### src/rtl/ifu_fetch_pkg.sv
// Shared types and constants for the rvseed instruction fetch stage.
// CPU_WIDTH defaults to 32 unless the build defines it.
`ifndef CPU_WIDTH
`define CPU_WIDTH 32
`endif

package ifu_fetch_pkg;

  localparam int unsigned XLEN = `CPU_WIDTH;

  localparam logic [`CPU_WIDTH-1:0] PC_RESET_DEF = '0;

  localparam logic [`CPU_WIDTH-1:0] IFU_INST_NOP = 32'h0000_0013;

  typedef enum logic [1:0] {
    S_IDLE  = 2'd0,
    S_RUN   = 2'd1,
    S_FLUSH = 2'd2
  } ifu_state_e;

  typedef struct packed {
    logic [`CPU_WIDTH-1:0] pc;
    logic [`CPU_WIDTH-1:0] inst;
  } ifu_entry_t;

  function automatic logic [`CPU_WIDTH-1:0] word_align(
    input logic [`CPU_WIDTH-1:0] a
  );
    return {a[`CPU_WIDTH-1:2], 2'b00};
  endfunction

endpackage

### src/rtl/ifu_fetch_if.sv
// Fetch-stage bus bundle: instruction memory port plus IDU handshake.
// master = fetch stage, slave = memory/decode environment.
interface ifu_fetch_if;
  import ifu_fetch_pkg::*;

  logic                  imem_req;
  logic [`CPU_WIDTH-1:0] imem_addr;
  logic                  imem_ack;
  logic                  imem_rvalid;
  logic [`CPU_WIDTH-1:0] imem_rdata;

  logic                  ifu2idu_en;
  logic [`CPU_WIDTH-1:0] ifu2idu_pc;
  logic [`CPU_WIDTH-1:0] ifu2idu_inst;
  logic                  idu2ifu_ready;

  modport master (
    output imem_req, imem_addr,
    input  imem_ack, imem_rvalid, imem_rdata,
    output ifu2idu_en, ifu2idu_pc, ifu2idu_inst,
    input  idu2ifu_ready
  );

  modport slave (
    input  imem_req, imem_addr,
    output imem_ack, imem_rvalid, imem_rdata,
    input  ifu2idu_en, ifu2idu_pc, ifu2idu_inst,
    output idu2ifu_ready
  );

endinterface

### src/rtl/ifu_fifo.sv
// Synchronous FIFO, DEPTH x W, head visible from registers.
// Flush beats push/pop in the same cycle.
module ifu_fifo
  import ifu_fetch_pkg::*;
#(
  parameter int W     = 2 * `CPU_WIDTH,
  parameter int DEPTH = 2
) (
  input  logic                     clk,
  input  logic                     rst_n,
  input  logic                     push,
  input  logic [W-1:0]             wdata,
  input  logic                     pop,
  input  logic                     flush,
  output logic [W-1:0]             rdata,
  output logic                     full,
  output logic                     empty,
  output logic [$clog2(DEPTH):0]   count
);

  localparam int AW = $clog2(DEPTH);
  localparam logic [AW:0] CAP = (AW+1)'(DEPTH);

  logic [W-1:0]  mem [DEPTH];
  logic [AW-1:0] wptr;
  logic [AW-1:0] rptr;

  always_ff @(posedge clk or negedge rst_n) begin
    if (!rst_n) begin
      wptr  <= '0;
      rptr  <= '0;
      count <= '0;
      for (int i = 0; i < DEPTH; i++) mem[i] <= '0;
    end else if (flush) begin
      wptr  <= '0;
      rptr  <= '0;
      count <= '0;
    end else begin
      if (push) begin
        mem[wptr] <= wdata;
        wptr      <= wptr + 1'b1;
      end
      if (pop) rptr <= rptr + 1'b1;
      count <= count + {{AW{1'b0}}, push}
                     - {{AW{1'b0}}, pop};
    end
  end

  assign rdata = mem[rptr];
  assign full  = (count == CAP);
  assign empty = (count == '0);

  // Space is reserved before a word is requested, so this never fires.
  a_no_overflow: assert property (
    @(posedge clk) disable iff (!rst_n)
    !(push && full && !flush)
  );

endmodule

### src/rtl/ifu_fetch.sv
// rvseed instruction fetch stage: PC, outstanding fetches, redirect squash.
// Optional IFU_MISALIGN_CHK_EN flags misaligned redirect targets.
module ifu_fetch
  import ifu_fetch_pkg::*;
#(
  parameter logic [`CPU_WIDTH-1:0] PC_RESET = PC_RESET_DEF,
  parameter int                    DEPTH    = 2
) (
  input  logic                  clk,
  input  logic                  rst_n,
  input  logic                  enable,
  input  logic                  exu2ifu_redirect,
  input  logic [`CPU_WIDTH-1:0] exu2ifu_target,
  output logic                  ifu_misalign_err,
  ifu_fetch_if.master           bus
);

  localparam int CW = $clog2(DEPTH) + 1;
  localparam logic [CW:0] LIM = (CW+1)'(DEPTH);

  ifu_state_e state;
  ifu_state_e state_n;

  logic [`CPU_WIDTH-1:0] fetch_pc;
  logic [`CPU_WIDTH-1:0] tgt;
  logic [`CPU_WIDTH-1:0] tag_pc;
  logic [CW-1:0]         outstanding;
  logic [CW-1:0]         discard;
  logic [CW-1:0]         out_n;
  logic [CW-1:0]         disc_n;
  logic [CW-1:0]         icount;
  logic [CW-1:0]         tcount;
  logic                  hs;
  logic                  rv_keep;
  logic                  rv_drop;
  logic                  pop;
  logic                  iempty;
  logic                  ifull;
  logic                  tfull;
  logic                  tempty;
  logic                  err;
  logic                  err_n;
  logic                  unused_ok;
  ifu_entry_t            head;

  assign hs      = bus.imem_req & bus.imem_ack;
  assign rv_keep = bus.imem_rvalid & (discard == '0);
  assign rv_drop = bus.imem_rvalid & (discard != '0);
  assign pop     = bus.ifu2idu_en & bus.idu2ifu_ready;
  assign tgt     = word_align(exu2ifu_target);

  assign bus.imem_req = (state == S_RUN)
                      & ~exu2ifu_redirect
                      & (({1'b0, outstanding}
                         + {1'b0, icount}) < LIM);
  assign bus.imem_addr    = fetch_pc;
  assign bus.ifu2idu_en   = ~iempty;
  assign bus.ifu2idu_pc   = head.pc;
  assign bus.ifu2idu_inst = head.inst;

  ifu_fifo #(.W(`CPU_WIDTH), .DEPTH(DEPTH)) u_tag (
    .clk   (clk),
    .rst_n (rst_n),
    .push  (hs),
    .wdata (fetch_pc),
    .pop   (rv_keep),
    .flush (exu2ifu_redirect),
    .rdata (tag_pc),
    .full  (tfull),
    .empty (tempty),
    .count (tcount)
  );

  ifu_fifo #(.W(2*`CPU_WIDTH), .DEPTH(DEPTH)) u_inst (
    .clk   (clk),
    .rst_n (rst_n),
    .push  (rv_keep),
    .wdata ({tag_pc, bus.imem_rdata}),
    .pop   (pop),
    .flush (exu2ifu_redirect),
    .rdata (head),
    .full  (ifull),
    .empty (iempty),
    .count (icount)
  );

  assign unused_ok = &{1'b0, tfull, tempty, tcount, ifull};

  // A response in the redirect cycle retires before the stale count is taken.
  always_comb begin
    out_n  = outstanding + CW'(hs) - CW'(rv_keep);
    disc_n = discard - CW'(rv_drop);
    if (exu2ifu_redirect) begin
      out_n  = '0;
      disc_n = disc_n + outstanding - CW'(rv_keep);
    end
  end

  always_comb begin
    state_n = state;
    unique case (state)
      S_IDLE: if (enable) state_n = S_RUN;
      S_RUN: begin
        if (exu2ifu_redirect && disc_n != '0)
          state_n = S_FLUSH;
        else if (!enable)
          state_n = S_IDLE;
      end
      S_FLUSH: begin
        if (disc_n == '0)
          state_n = enable ? S_RUN : S_IDLE;
      end
      default: state_n = S_IDLE;
    endcase
    if (err_n) state_n = S_IDLE;
  end

`ifdef IFU_MISALIGN_CHK_EN
  assign err_n = err
               | (exu2ifu_redirect
                  & (|exu2ifu_target[1:0]));

  always_ff @(posedge clk or negedge rst_n) begin
    if (!rst_n) err <= 1'b0;
    else        err <= err_n;
  end
`else
  assign err_n = 1'b0;
  assign err   = 1'b0;
`endif

  assign ifu_misalign_err = err;

  always_ff @(posedge clk or negedge rst_n) begin
    if (!rst_n) begin
      state       <= S_IDLE;
      fetch_pc    <= PC_RESET;
      outstanding <= '0;
      discard     <= '0;
    end else begin
      state       <= state_n;
      outstanding <= out_n;
      discard     <= disc_n;
      if (exu2ifu_redirect)
        fetch_pc <= tgt;
      else if (hs)
        fetch_pc <= fetch_pc + `CPU_WIDTH'(4);
    end
  end

endmodule

### src/flat_wrapper.sv
// flat-port wrapper written by rule: the top's interface ports become plain ports
module ifu_fetch_flat import ifu_fetch_pkg::*;
#(
  parameter logic [`CPU_WIDTH-1:0] PC_RESET = PC_RESET_DEF,
  parameter int                    DEPTH    = 2
)
  (clk, rst_n, enable, exu2ifu_redirect, exu2ifu_target, ifu_misalign_err, bus_imem_req, bus_imem_addr, bus_imem_ack, bus_imem_rvalid, bus_imem_rdata, bus_ifu2idu_en, bus_ifu2idu_pc, bus_ifu2idu_inst, bus_idu2ifu_ready);
  ifu_fetch_if bus_i ();
  input  logic clk;
  input  logic rst_n;
  input  logic enable;
  input  logic exu2ifu_redirect;
  input  logic [`CPU_WIDTH-1:0] exu2ifu_target;
  output logic ifu_misalign_err;
  output wire logic [$bits(bus_i.imem_req)-1:0] bus_imem_req;
  output wire logic [$bits(bus_i.imem_addr)-1:0] bus_imem_addr;
  input wire logic [$bits(bus_i.imem_ack)-1:0] bus_imem_ack;
  input wire logic [$bits(bus_i.imem_rvalid)-1:0] bus_imem_rvalid;
  input wire logic [$bits(bus_i.imem_rdata)-1:0] bus_imem_rdata;
  output wire logic [$bits(bus_i.ifu2idu_en)-1:0] bus_ifu2idu_en;
  output wire logic [$bits(bus_i.ifu2idu_pc)-1:0] bus_ifu2idu_pc;
  output wire logic [$bits(bus_i.ifu2idu_inst)-1:0] bus_ifu2idu_inst;
  input wire logic [$bits(bus_i.idu2ifu_ready)-1:0] bus_idu2ifu_ready;
  assign bus_imem_req = bus_i.imem_req;
  assign bus_imem_addr = bus_i.imem_addr;
  assign bus_i.imem_ack = bus_imem_ack;
  assign bus_i.imem_rvalid = bus_imem_rvalid;
  assign bus_i.imem_rdata = bus_imem_rdata;
  assign bus_ifu2idu_en = bus_i.ifu2idu_en;
  assign bus_ifu2idu_pc = bus_i.ifu2idu_pc;
  assign bus_ifu2idu_inst = bus_i.ifu2idu_inst;
  assign bus_i.idu2ifu_ready = bus_idu2ifu_ready;
  ifu_fetch #(.PC_RESET(PC_RESET), .DEPTH(DEPTH)) u_core (.clk(clk), .rst_n(rst_n), .enable(enable), .exu2ifu_redirect(exu2ifu_redirect), .exu2ifu_target(exu2ifu_target), .ifu_misalign_err(ifu_misalign_err), .bus(bus_i));
endmodule
### config.mk
export PLATFORM = sky130hd
export DESIGN_NAME = ifu_fetch_flat
export DESIGN_NICKNAME = d
export VERILOG_FILES = /design/src/rtl/ifu_fetch_pkg.sv /design/src/rtl/ifu_fetch_if.sv /design/src/rtl/ifu_fifo.sv /design/src/rtl/ifu_fetch.sv /design/src/flat_wrapper.sv
export SDC_FILE = /design/constraint.sdc
export NUM_CORES = 1
export LEC_CHECK = 0
export ABC_AREA = 1
export BUFFER_PORTS_ARGS = -buffer_cell sky130_fd_sc_hd__buf_2
export CAP_MARGIN = 20
export CORE_MARGIN = 1.5
export CORE_UTILIZATION = 25
export CTS_BUF_LIST = sky130_fd_sc_hd__clkbuf_8
export DETAILED_ROUTE_END_ITERATION = 6
export GPL_TIMING_DRIVEN = 0
export PLACE_DENSITY = 0.4
export SKIP_CTS_REPAIR_TIMING = 1
export SLEW_MARGIN = 10
export SYNTH_ARGS = -nofsm -noshare
export SYNTH_HDL_FRONTEND = slang
export SYNTH_HIERARCHICAL = 1
export SYNTH_SLANG_ARGS = --single-unit
### constraint.sdc
create_clock -name clk -period 2.05 [get_ports clk]
set_input_delay 0.205 -clock clk [delete_from_list [all_inputs] [get_ports clk]]
set_output_delay 0.205 -clock clk [all_outputs]
set_load 0.1 [all_outputs]
==> results.toml <==
[grt]
grt.overflow.total = 0
track_usage_pct = 15.4
grt_pass1_wl_mm = 56.1
grt_max_degree = 96
first_global_vias = 9341
antenna_found_initial = 0

[clock_network]
cts_tree = "built"
root_buffer = "clkbuf_8"
clock_latency_ns = 0.61
clockBufferDepth = 3
cts_num_sinks = 234
cts_buffers = 45
clk_pin_slew_ns = 0.06
htreeDepth = 2

[setup_path]
critPathArrivalTime_ns = 2.94
worstPathMaxFanout = 6
reg2regPathDepth = 11
r2r-end = "u_core/outstanding[1]"
cp-end-kind = "flop"
rr_startpoint = "u_core/outstanding[0]"
critPathLaunch = "u_core/outstanding[0]"
path_class = "reg2reg"
cp-start-kind = "flop"
crit_required_ns = 2.51
critPathCapture = "u_core/outstanding[1]"
rrSetupSlack_ns = -0.43

[power]
cellPowerDensity_nw_per_um2 = 1600
ir_worst_vdd_mv = 1.19
p_leak_nw = 8.13
combPwrFrac_pct = 56.5
switching_power_mw = 13.0
p_sw_share_pct = 47.8
intPower_mw = 14.2
power.total_mw = 27.2
pwr-share-clk_pct = 16.3
seq_power_share_pct = 27.1

[layout]
multi_input_area_sq_um = 5230
syn_to_final_growth_pct = 45.7
utilization_pct = 36.7
layout-drive-gt1-share_pct = 39.1
fill_cells = 4750
nNetsFinal = 1636
register_area_sq_um = 5860
antennaDiodeCount = 0
finalNonFillerCells = 2192

[timing]
slew_headroom_pct = 59.9
tns_ns = -38.46
fin_ws_ns = -0.433
finClkSkew_ns = 0.0201
period_minus_slack_ns = 2.48
finalHoldViolCount = 0
worst_pin_slew_ns = 0.602
finalSetupViolCount = 147
finalCritPeriodShare_pct = 121
slew_viol_final = 0
rsz0062_at_grt = "true"
fmaxAchievable_mhz = 403
hold_slack_ns = 0.0437

[synth]
syn_inst = 1230
syn_avg_cell_area_sq_um = 9.50
ys_warn_count = 6
netlist_area_sq_um = 11700

[placement]
dp_cells = 2007
dp_hpwl_mm = 25.5
place_congestion = 0.866
portBuffers = 164

[drt]
dr_total_vias = 9444
drt-vias-per-instance = 4.31
drtIter0Drc = 579
ant_nets = 0
wire_per_inst_microns = 17.4
drc = 0
drt_wl_total_mm = 38.1
dr.pass1.iters = 5

[floorplan]
die-area_sq_um = 48100
core.rowCount = 79
start_util_pct = 25.2
io_pins = 170
coreArea_sq_um = 46400
die_w_microns = 219
die_y_microns = 219

[min_path]
hold_class = "in2reg"
hold_depth = 4

[run]
drv_cap = 0

[run_status]
violations = "setup timing"
outcome = "finished with violations"
[stage by stage]
| stage | area (sq um) | setup slack, ns |
|---|---|---|
| final | 17000 | -0.433 |
| after global routing | 17000 | -0.499 |
| after CTS | 14300 | -0.566 |
| after detailed placement | 13500 | -0.488 |
| after global placement | 13400 | -3.92 |
| after floorplan | 11800 | -0.839 |
[critical path: stages (launching register included)]
cell and delay (ns):
dfrtp_1 0.39, nand2_1 0.07, inv_1 0.04, fa_1 0.49, nor3_4 0.31, nand2_4 0.20
buf_12 0.19, ha_4 0.27, inv_4 0.03, ha_4 0.14, xor2_1 0.13, nor2_1 0.05
[area by class of cell]
class | count | share of cell area [%]
well taps | 607 | 4.46
clock buffers | 54 | 4.37
inverters | 147 | 3.37
multi-input cells | 791 | 30.7
plain buffers | 63 | 4.55
flip-flops and latches | 234 | 34.4
repair buffers | 275 | 17.6
clock inverters | 21 | 0.544
[layout by cell type, fill, tap and decap left out, types with 5 or more instances in the layout]
master,instances
nand2_1,275
dfrtp_1,232
inv_1,158
o21ai_2,105
buf_2,100
o21ai_1,84
dlygate4sd3_1,65
buf_12,65
clkbuf_8,55
buf_6,54
nand2_2,50
mux2_2,50
mux2_4,46
nor2_1,34
nand3_1,27
buf_4,26
o21ai_0,16
xor2_1,16
clkbuf_16,11
o211ai_1,11
buf_8,10
nand2_4,9
nor3_1,9
xnor2_1,5
nand4_1,5
nor3_2,5
a21oi_1,5
ha_1,5
conb_1,5
[state kept, by name (all words and copies together), names as in the netlist]
signal and count:
u_core/state 2, u_core/u_tag/mem 64, u_core/u_inst/mem 128, u_core/discard 2, u_core/u_tag/wptr 1, u_core/outstanding 2
u_core/u_inst/rptr 1, u_core/u_tag/rptr 1, u_core/bus.imem_addr 30, u_core/u_inst/wptr 1, u_core/u_inst/count 2
[power groups by stage]
stage	sequential [mW]	combinational [mW]	clock, mW
after global placement	7.32	12.2	0
after detailed placement	7.35	12.2	0
final	7.38	15.4	4.43
after CTS	7.28	12.3	4.65
after floorplan	7.91	9.18	0
after global routing	7.59	16.3	4.86
[layer usage]
layer  track usage (%)  wire [microns]  vias up
met5                 0               0        -
met4              4.29             773        0
met3              3.10            1560       54
met2              23.2           17200      223
met1              22.1           18500     4521
li1                  -               -     4646
[how the worst min path moves through the flow]
stage                                  start                  endpoint  slack (ns)
after CTS                              rst_n     u_core/u_inst/mem[93]       -0.45
after global routing       bus_idu2ifu_ready        u_core/u_inst/rptr        0.02
after global placement    exu2ifu_target[13]  u_core/bus.imem_addr[13]        0.41
after detailed placement               rst_n     u_core/u_inst/mem[93]        0.22
after floorplan                        rst_n  u_core/bus.imem_addr[10]       -0.09
final                      bus_idu2ifu_ready        u_core/u_inst/rptr        0.04
(Power assumes the default switching activity.)
